[src/rtl/sram_fifo_if.sv]
// Producer/consumer handshake bundle for sram_fifo.
// The flush_en signal exists only when FIFO_FLUSH_EN is defined.
interface sram_fifo_if #(
  parameter int DEPTH      = 4,
  parameter int DATA_WIDTH = 32
);
  localparam int CW = $clog2(DEPTH + 1);

  logic                  enqueue_en;
  logic [DATA_WIDTH-1:0] enqueue_value;
  logic                  full;
  logic                  almost_full;
  logic                  dequeue_en;
  logic [DATA_WIDTH-1:0] dequeue_value;
  logic                  empty;
  logic [CW-1:0]         count;
`ifdef FIFO_FLUSH_EN
  logic                  flush_en;

  modport master (
    output enqueue_en, enqueue_value, dequeue_en, flush_en,
    input  full, almost_full, dequeue_value, empty, count
  );
  modport slave (
    input  enqueue_en, enqueue_value, dequeue_en, flush_en,
    output full, almost_full, dequeue_value, empty, count
  );
`else
  modport master (
    output enqueue_en, enqueue_value, dequeue_en,
    input  full, almost_full, dequeue_value, empty, count
  );
  modport slave (
    input  enqueue_en, enqueue_value, dequeue_en,
    output full, almost_full, dequeue_value, empty, count
  );
`endif
endinterface

[src/rtl/sram_fifo.sv]
// First-word-fall-through FIFO controller over a 1W/1R storage array with
// 1-cycle registered reads and write bypass. Optional flush: FIFO_FLUSH_EN.
module sram_fifo #(
  parameter int DEPTH                 = 4,
  parameter int DATA_WIDTH            = 32,
  parameter int ALMOST_FULL_THRESHOLD = DEPTH - 1
) (
  input  logic         clk,
  input  logic         reset_n,
  sram_fifo_if.slave   fifo
);
  localparam int PW = $clog2(DEPTH);
  localparam int CW = $clog2(DEPTH + 1);
  localparam logic [CW-1:0] DEPTH_C = CW'(DEPTH);
  localparam logic [CW-1:0] AF_C    = CW'(ALMOST_FULL_THRESHOLD);

  logic [PW-1:0]         wr_ptr_q, wr_ptr_d;
  logic [PW-1:0]         rd_ptr_q, rd_ptr_d;
  logic [CW-1:0]         count_q, count_d;
  logic                  full_q, full_d;
  logic                  empty_q, empty_d;
  logic                  af_q, af_d;
  logic [DATA_WIDTH-1:0] head_q, head_d;
  logic                  use_ram_q, use_ram_d;

  logic [DATA_WIDTH-1:0] mem [DEPTH];
  logic [DATA_WIDTH-1:0] ram_rd_q;
  logic                  rd_en;
  logic [PW-1:0]         rd_addr;

  logic                  flush;
  logic                  push;
  logic                  pop;
  logic [DATA_WIDTH-1:0] head_cur;

`ifdef FIFO_FLUSH_EN
  assign flush = fifo.flush_en;
`else
  assign flush = 1'b0;
`endif

  assign push = fifo.enqueue_en && (!full_q || fifo.dequeue_en) && !flush;
  assign pop  = fifo.dequeue_en && !empty_q && !flush;

  // The head is the prefetched array word for one cycle after a pop, else the head register.
  assign head_cur = use_ram_q ? ram_rd_q : head_q;

  always_comb begin
    // NOTE: every signal gets a default first so no path leaves one unassigned (no latch).
    wr_ptr_d  = wr_ptr_q;
    rd_ptr_d  = rd_ptr_q;
    count_d   = count_q;
    head_d    = head_cur;
    use_ram_d = 1'b0;
    rd_en     = 1'b0;
    rd_addr   = rd_ptr_q + PW'(1);

    if (flush) begin
      wr_ptr_d = '0;
      rd_ptr_d = '0;
      count_d  = '0;
    end else begin
      if (push) wr_ptr_d = wr_ptr_q + PW'(1);
      if (pop)  rd_ptr_d = rd_ptr_q + PW'(1);
      count_d = count_q + CW'(push) - CW'(pop);

      // The pushed word becomes the head right away; otherwise prefetch the next-oldest.
      if (push && (count_q == '0 || (count_q == CW'(1) && pop))) begin
        head_d = fifo.enqueue_value;
      end else if (pop && count_q > CW'(1)) begin
        rd_en     = 1'b1;
        use_ram_d = 1'b1;
      end
    end

    full_d  = (count_d == DEPTH_C);
    empty_d = (count_d == '0);
    af_d    = (count_d >= AF_C);
  end

  always_ff @(posedge clk) begin
    // NOTE: sequential state uses non-blocking assignments so all registers update together.
    if (!reset_n) begin
      wr_ptr_q  <= '0;
      rd_ptr_q  <= '0;
      count_q   <= '0;
      full_q    <= 1'b0;
      empty_q   <= 1'b1;
      af_q      <= (AF_C == '0);
      head_q    <= '0;
      use_ram_q <= 1'b0;
    end else begin
      wr_ptr_q  <= wr_ptr_d;
      rd_ptr_q  <= rd_ptr_d;
      count_q   <= count_d;
      full_q    <= full_d;
      empty_q   <= empty_d;
      af_q      <= af_d;
      head_q    <= head_d;
      use_ram_q <= use_ram_d;
    end
  end

  // NOTE: the storage array is deliberately not reset; occupancy tracking makes stale words invisible.
  always_ff @(posedge clk) begin
    if (push) mem[wr_ptr_q] <= fifo.enqueue_value;
    if (rd_en) begin
      ram_rd_q <= (push && wr_ptr_q == rd_addr) ? fifo.enqueue_value : mem[rd_addr];
    end
  end

  assign fifo.full          = full_q;
  assign fifo.almost_full   = af_q;
  assign fifo.empty         = empty_q;
  assign fifo.count         = count_q;
  assign fifo.dequeue_value = head_cur;

endmodule

[src/flat_wrapper.sv]
// flat-port wrapper written by rule: the top's interface ports become plain ports
module sram_fifo_flat 
#(
  parameter int DEPTH                 = 4,
  parameter int DATA_WIDTH            = 32,
  parameter int ALMOST_FULL_THRESHOLD = DEPTH - 1
)
  (clk, reset_n, fifo_enqueue_en, fifo_enqueue_value, fifo_dequeue_en, fifo_full, fifo_almost_full, fifo_dequeue_value, fifo_empty, fifo_count);
  sram_fifo_if #(.DEPTH(DEPTH), .DATA_WIDTH(DATA_WIDTH)) fifo_i ();
  input  logic clk;
  input  logic reset_n;
  input wire logic [$bits(fifo_i.enqueue_en)-1:0] fifo_enqueue_en;
  input wire logic [$bits(fifo_i.enqueue_value)-1:0] fifo_enqueue_value;
  input wire logic [$bits(fifo_i.dequeue_en)-1:0] fifo_dequeue_en;
  output wire logic [$bits(fifo_i.full)-1:0] fifo_full;
  output wire logic [$bits(fifo_i.almost_full)-1:0] fifo_almost_full;
  output wire logic [$bits(fifo_i.dequeue_value)-1:0] fifo_dequeue_value;
  output wire logic [$bits(fifo_i.empty)-1:0] fifo_empty;
  output wire logic [$bits(fifo_i.count)-1:0] fifo_count;
  assign fifo_i.enqueue_en = fifo_enqueue_en;
  assign fifo_i.enqueue_value = fifo_enqueue_value;
  assign fifo_i.dequeue_en = fifo_dequeue_en;
  assign fifo_full = fifo_i.full;
  assign fifo_almost_full = fifo_i.almost_full;
  assign fifo_dequeue_value = fifo_i.dequeue_value;
  assign fifo_empty = fifo_i.empty;
  assign fifo_count = fifo_i.count;
  sram_fifo #(.DEPTH(DEPTH), .DATA_WIDTH(DATA_WIDTH), .ALMOST_FULL_THRESHOLD(ALMOST_FULL_THRESHOLD)) u_core (.clk(clk), .reset_n(reset_n), .fifo(fifo_i));
endmodule
[config.mk]
export PLATFORM = sky130hd
export DESIGN_NAME = sram_fifo_flat
export DESIGN_NICKNAME = d
export VERILOG_FILES = /design/src/rtl/sram_fifo_if.sv /design/src/rtl/sram_fifo.sv /design/src/flat_wrapper.sv
export SDC_FILE = /design/constraint.sdc
export NUM_CORES = 1
export LEC_CHECK = 0
export BUFFER_PORTS_ARGS = -buffer_cell sky130_fd_sc_hd__buf_2
export CAP_MARGIN = 20
export CORE_AREA = 2 2 132 134
export DETAILED_ROUTE_END_ITERATION = 12
export DIE_AREA = 0 0 134 136
export PLACE_DENSITY = 0.68
export SLEW_MARGIN = 20
export SYNTH_ARGS = -nofsm -noshare
export SYNTH_HDL_FRONTEND = slang
export SYNTH_SLANG_ARGS = --single-unit
[constraint.sdc]
create_clock -name clk -period 4 [get_ports clk]
set_clock_uncertainty 0.05 [all_clocks]
set_input_delay 0.4 -clock clk [delete_from_list [all_inputs] [get_ports clk]]
set_output_delay 0.4 -clock clk [all_outputs]
set_load 0.02 [all_outputs]
=== Word-level counts from Yosys, hierarchy flattened ===
Memories as Yosys holds them, arrays and structs flattened. A register that Yosys moved wholly into a read port is not among the register bits.
Cells that the tools add are included.

* Logic and storage cells: 34
* Input bits: 36
* RAM bits: 128
* Flip-flop bits (word level): 43
* Memories kept: 1

{| class="wikitable"
|+ Memories
! memory !! words !! width !! rd ports !! clocked after memory_dff !! write ports !! line !! source
|-
| u_core.mem || 4 || 32 || 1 || 1 || 1 || sram_fifo.sv:26 || <nowiki>logic [DATA_WIDTH-1:0] mem [DEPTH];</nowiki>
|}

* Magnitude comparators: 2
* Add/subtract/negate cells: 4
* Equality and inequality tests: 2
* Muxes and demuxes: 6
* Reduce and logical (&&, ||, !) cells: 11

{| class="wikitable"
|+ Operators with widths
! kind !! count
|-
| 32-bit 2-to-1 mux || 2
|-
| 3-bit logical NOT || 2
|-
| 1-bit logical AND || 5
|-
| 2-bit by 1-bit adder with 2-bit output, second input constant || 2
|-
| 1-bit 2-to-1 mux || 4
|-
| 3-bit by 1-bit adder with 3-bit output || 1
|-
| 3-bit by 1-bit == test with 1-bit output, second input constant || 1
|-
| 3-bit == test, second input constant || 1
|-
| 3-bit by 2-bit >= comparator with 1-bit output, second input constant || 1
|-
| 3-bit by 1-bit > comparator with 1-bit output, second input constant || 1
|-
| 3-bit by 1-bit subtractor with 3-bit output || 1
|-
| 1-bit logical NOT || 2
|-
| 1-bit logical OR || 2
|}

=== Logic depth before layout (Yosys ltp) ===
* Depth after elaboration: 6
* Gate-level depth with buffers: 9
* Depth with buffers taken out: 8

=== Worst setup path after synthesis ===
Ideal clock, no wire load.

* Kind: reg2reg
* From: reg u_core.count_q[1] (netlist: u_core.fifo.count[1])
* To: reg u_core.ram_rd_q[0] (read register of u_core.mem) (enable)
* Arrival: 1.660 ns
* Stages on the path, launching flop included: 5
* Clock period less this slack: 2.103 ns
* Buffers on the path: 0
* Slack: 1.897 ns
* Library setup time: 0.393 ns
* Cell sequence: dfxtp_1 -> inv_1 -> ha_1 -> nand2_1 -> and3_1

* Cells in the longest elaborated chain, start to end: 5
* Elaborated cells between the ends (all ways): 9
* Classes of those cells: order compare (1); eq/ne (1); mux (2); reduce/logical (5)

{| class="wikitable"
|+ Ends and longest elaborated chain
! item !! line !! source
|-
| from (decl) || sram_fifo.sv:19 || <nowiki>logic [CW-1:0] count_q, count_d;</nowiki>
|-
| from (signal assigned) || sram_fifo.sv:95 || <nowiki>count_q <= count_d;</nowiki>
|-
| branches (longest 4 deep; another with 3-bit by 1-bit > comparator with 1-bit output) || -- ||
|-
| 1-bit 2-to-1 mux * || -- ||
|-
| named net u_core.rd_en || sram_fifo.sv:28 || <nowiki>logic rd_en;</nowiki>
|-
| to (decl) || sram_fifo.sv:27 || <nowiki>logic [DATA_WIDTH-1:0] ram_rd_q;</nowiki>
|}

Mark *: on every way through the listed nets, which the timed path passes.
A chain may end at the register's enable or synchronous reset.

=== Final worst setup path ===
* From: reg u_core.rd_ptr_q[0]
* To: reg u_core.ram_rd_q[31] (read register of u_core.mem), data pin

* Cells in the longest elaborated chain, start to end: 1

{| class="wikitable"
|+ Ends and longest elaborated chain
! item !! line !! source
|-
| from (decl) || sram_fifo.sv:18 || <nowiki>logic [PW-1:0] rd_ptr_q, rd_ptr_d;</nowiki>
|-
| from (signal assigned) || sram_fifo.sv:94 || <nowiki>rd_ptr_q <= rd_ptr_d;</nowiki>
|-
| 2-bit by 1-bit adder with 2-bit output || sram_fifo.sv:56 || <nowiki>rd_addr = rd_ptr_q + PW'(1);</nowiki>
|}

Every way passes these cells.

==> impl_metrics.json <==
{
  "crit_start": "u_core.rd_ptr_q[0]$_SDFFE_PN0P_",
  "hold_depth": 2,
  "placed_cell_area_um2": 8808,
  "finalMaxSlewViolations": 0,
  "place_ws_ns": 1.172,
  "multi_input_area_um2": 2436,
  "wl_met2_um": 7238,
  "n_fill_cell": 1316,
  "synthCells": 439,
  "grt_max_degree": 37,
  "status": "finished clean",
  "ios": 74,
  "cts_tree": "done",
  "drt_iter0_drc": 283,
  "grt_pass1_vias": 4291,
  "hold_ws_ns": 0.09303,
  "fin_tns_setup_ns": 0,
  "final_util_pct": 56.44,
  "total_power_mw": 6.066,
  "cts_buffers": 21,
  "top_layer_used": "met4",
  "reg2reg_from": "u_core.rd_ptr_q[0]$_SDFFE_PN0P_",
  "arrival_ns": 2.96,
  "ctsLongestPathBuffers": 3,
  "finalWirelength_um": 14720,
  "tightest_slew_ns": 0.9838,
  "synth_cell_types": 34,
  "core_um2": 16880,
  "leakage_nw": 3.638,
  "seq_area_um2": 5669,
  "synth_area_per_cell_um2": 18.86,
  "cts_root_buffer": "clkbuf_16",
  "cts_hold_buf": 0,
  "ys_warn_count": 0,
  "grt_pass1_wl_um": 23000,
  "p_sw_mw": 1.596,
  "power.share.clock_pct": 32.5,
  "p_sw_share_pct": 26.32,
  "fp.dieW_um": 134,
  "cts_sinks": 203,
  "final_antenna_net_count": 0,
  "clk_latency_ns": 0.48,
  "grt_overflow": 0,
  "drtPass1Iterations": 4,
  "worst-endpoint-required_ns": 4.19,
  "htree_levels": 1,
  "die_area_um2": 18220,
  "worst_r2r_endpoint": "u_core.ram_rd_q[31]$_DFFE_PP_",
  "ff2ff_path_depth": 5,
  "die-height_um": 136,
  "place_inst": 718,
  "drc": 0,
  "start_util_pct": 49.07,
  "wl_per_cell_um": 19.50,
  "seq_area_frac_synth_pct": 68.42,
  "hold_violations": 0,
  "end_kind": "register",
  "crit_type": "reg2reg",
  "final_cells": 755,
  "post_cts_buffers": 0,
  "wl_met3_um": 849,
  "netlist_area_um2": 8280,
  "power_frac_seq_pct": 45.2,
  "grt_setup_unrepaired": "false",
  "vias": 4034,
  "fin_area_um2": 9524,
  "powerDensity_nw_per_um2": 636.9,
  "grtUsageTotal_pct": 16.56,
  "dp_hpwl_um": 8709,
  "placementRows": 48,
  "wl_met1_um": 6418,
  "slew_headroom_pct": 34.42,
  "power.internal_mw": 4.470,
  "drive_gt1_share_pct": 36.04,
  "path_max_fanout": 36,
  "cts_resized": 0,
  "final_nets": 560,
  "cap_violations": 0,
  "cp-start-kind": "register",
  "hp-class": "in2reg",
  "max_freq_ghz": 0.3603,
  "diodes": 0,
  "power.share.combinational_pct": 22.3,
  "gp_congestion": 0.6994,
  "min_period_ns": 2.775,
  "port_buffers": 73,
  "finalCritPeriodShare_pct": 69.38,
  "viasPerCell": 5.343,
  "reg2reg_slack_ns": 1.22,
  "peakVddDrop_mv": 0.5045,
  "min_from": "reset_n",
  "clk_pin_slew_worst_paths_ns": 0.06,
  "synth-seq-cells": 203,
  "syn_nets": 483,
  "setup_ws_ns": 1.225,
  "hold_end": "u_core.fifo.empty$_SDFF_PN1_",
  "area_delta_synth_final_pct": 15.02,
  "setup_viol": 0,
  "antenna_found_initial": 0
}
-- cell families (layout without fill, tap and decap cells) --
family,count (synthesis),in the layout,share of synthesized area (%)
fa+ha+maj,8,8,1.299
compound gates,6,6,0.5439
xor+xnor,6,6,0.7253
simple gates,57,57,3.052
mux,129,129,23.57
buf+inv,30,121,2.387
flops,203,203,68.42
-- cell usage after synthesis (all sizes together) --
master   count  area (um2)
fa           1       20.02
clkbuf       6       22.52
buf         17       148.9
ha           7       87.58
a21oi        2       10.01
nand2        5       18.77
nand2b       3       18.77
and3         5       31.28
and2         5       33.78
a21o         1       7.510
o2111ai      1       15.01
mux2        64       833.3
clkinv       1       3.750
o31ai        1       7.510
dfxtp       43       860.8
mux2i       33       330.3
nor2        37       138.9
o21ai        1       5.000
nor2b        1       6.260
inv          6       22.52
xor2         2       25.03
nor3         1       5.000
xnor2        4       35.03
mux4        32       788.3
edfxtp     160        4805
-- power groups by stage --
stage / Sequential [mW] / Clock (mW) / Combinational, mW
after floorplan: 2.73 / 0 / 1.07
after global placement: 2.77 / 0 / 1.32
after detailed placement: 2.79 / 0 / 1.37
after CTS: 2.75 / 2.03 / 1.38
after global routing: 2.77 / 2.12 / 1.47
final: 2.74 / 1.97 / 1.35
-- worst max-delay path, stage by stage, from the launching register on --
cell	delay [ns]
dfxtp_2	0.93
nand2b_1	0.12
mux2i_1	0.16
and2_2	0.41
buf_4	0.46
mux2_2	0.38
-- cell type report --
class                           instances  share of cell area [%]
Multi-Input combinational cell        206                   25.58
Timing Repair Buffer                   77                   4.151
Clock inverter                          7                  0.8933
Clock buffer                           30                   6.621
Sequential cell                       203                   59.52
Inverter                                7                  0.2759
Tap cell                              225                   2.956
-- metal layers --
layer	vias up	GRT usage, %
li1	1859	-
met1	2062	22.10
met2	94	28.12
met3	19	3.207
met4	0	4.314
met5	-	0
-- registers in the layout (all words and copies together) (netlist names) --
name and count:
u_core.mem 128, u_core.head_q 32, u_core.ram_rd_q 32, u_core.fifo.count 3, u_core.rd_ptr_q 2, u_core.wr_ptr_q 2, u_core.fifo.almost_full 1, u_core.fifo.empty 1
u_core.fifo.full 1, u_core.use_ram_q 1
-- worst max path at each step --
stage               slack, ns                       endpoint  depth (start not counted)
finish                   1.22  u_core.ram_rd_q[31]$_DFFE_PP_                          5
global route             1.05  u_core.ram_rd_q[31]$_DFFE_PP_                          5
CTS                      1.18  u_core.ram_rd_q[31]$_DFFE_PP_                          5
detailed placement       1.17  u_core.ram_rd_q[31]$_DFFE_PP_                          5
global placement         1.22  u_core.ram_rd_q[31]$_DFFE_PP_                          5
floorplan                1.90   u_core.ram_rd_q[0]$_DFFE_PP_                          4
-- cells in the final DEF (no fill, tap or decap), drive strengths merged --
cell      Yosys  routed
edfxtp      160     160
buf          17      77
mux2         64      64
dfxtp        43      43
nor2         37      37
mux2i        33      33
mux4         32      32
clkbuf        6      30
ha            7       7
inv           6       6
nand2         5       5
and3          5       5
clkinv        1       5
and2          5       5
xnor2         4       4
nand2b        3       3
a21oi         2       2
bufinv        0       2
xor2          2       2
nor2b         1       1
o21ai         1       1
o2111ai       1       1
a21o          1       1
o31ai         1       1
nor3          1       1
fa            1       1
clkinvlp      0       1
(Power assumes the default switching activity.)
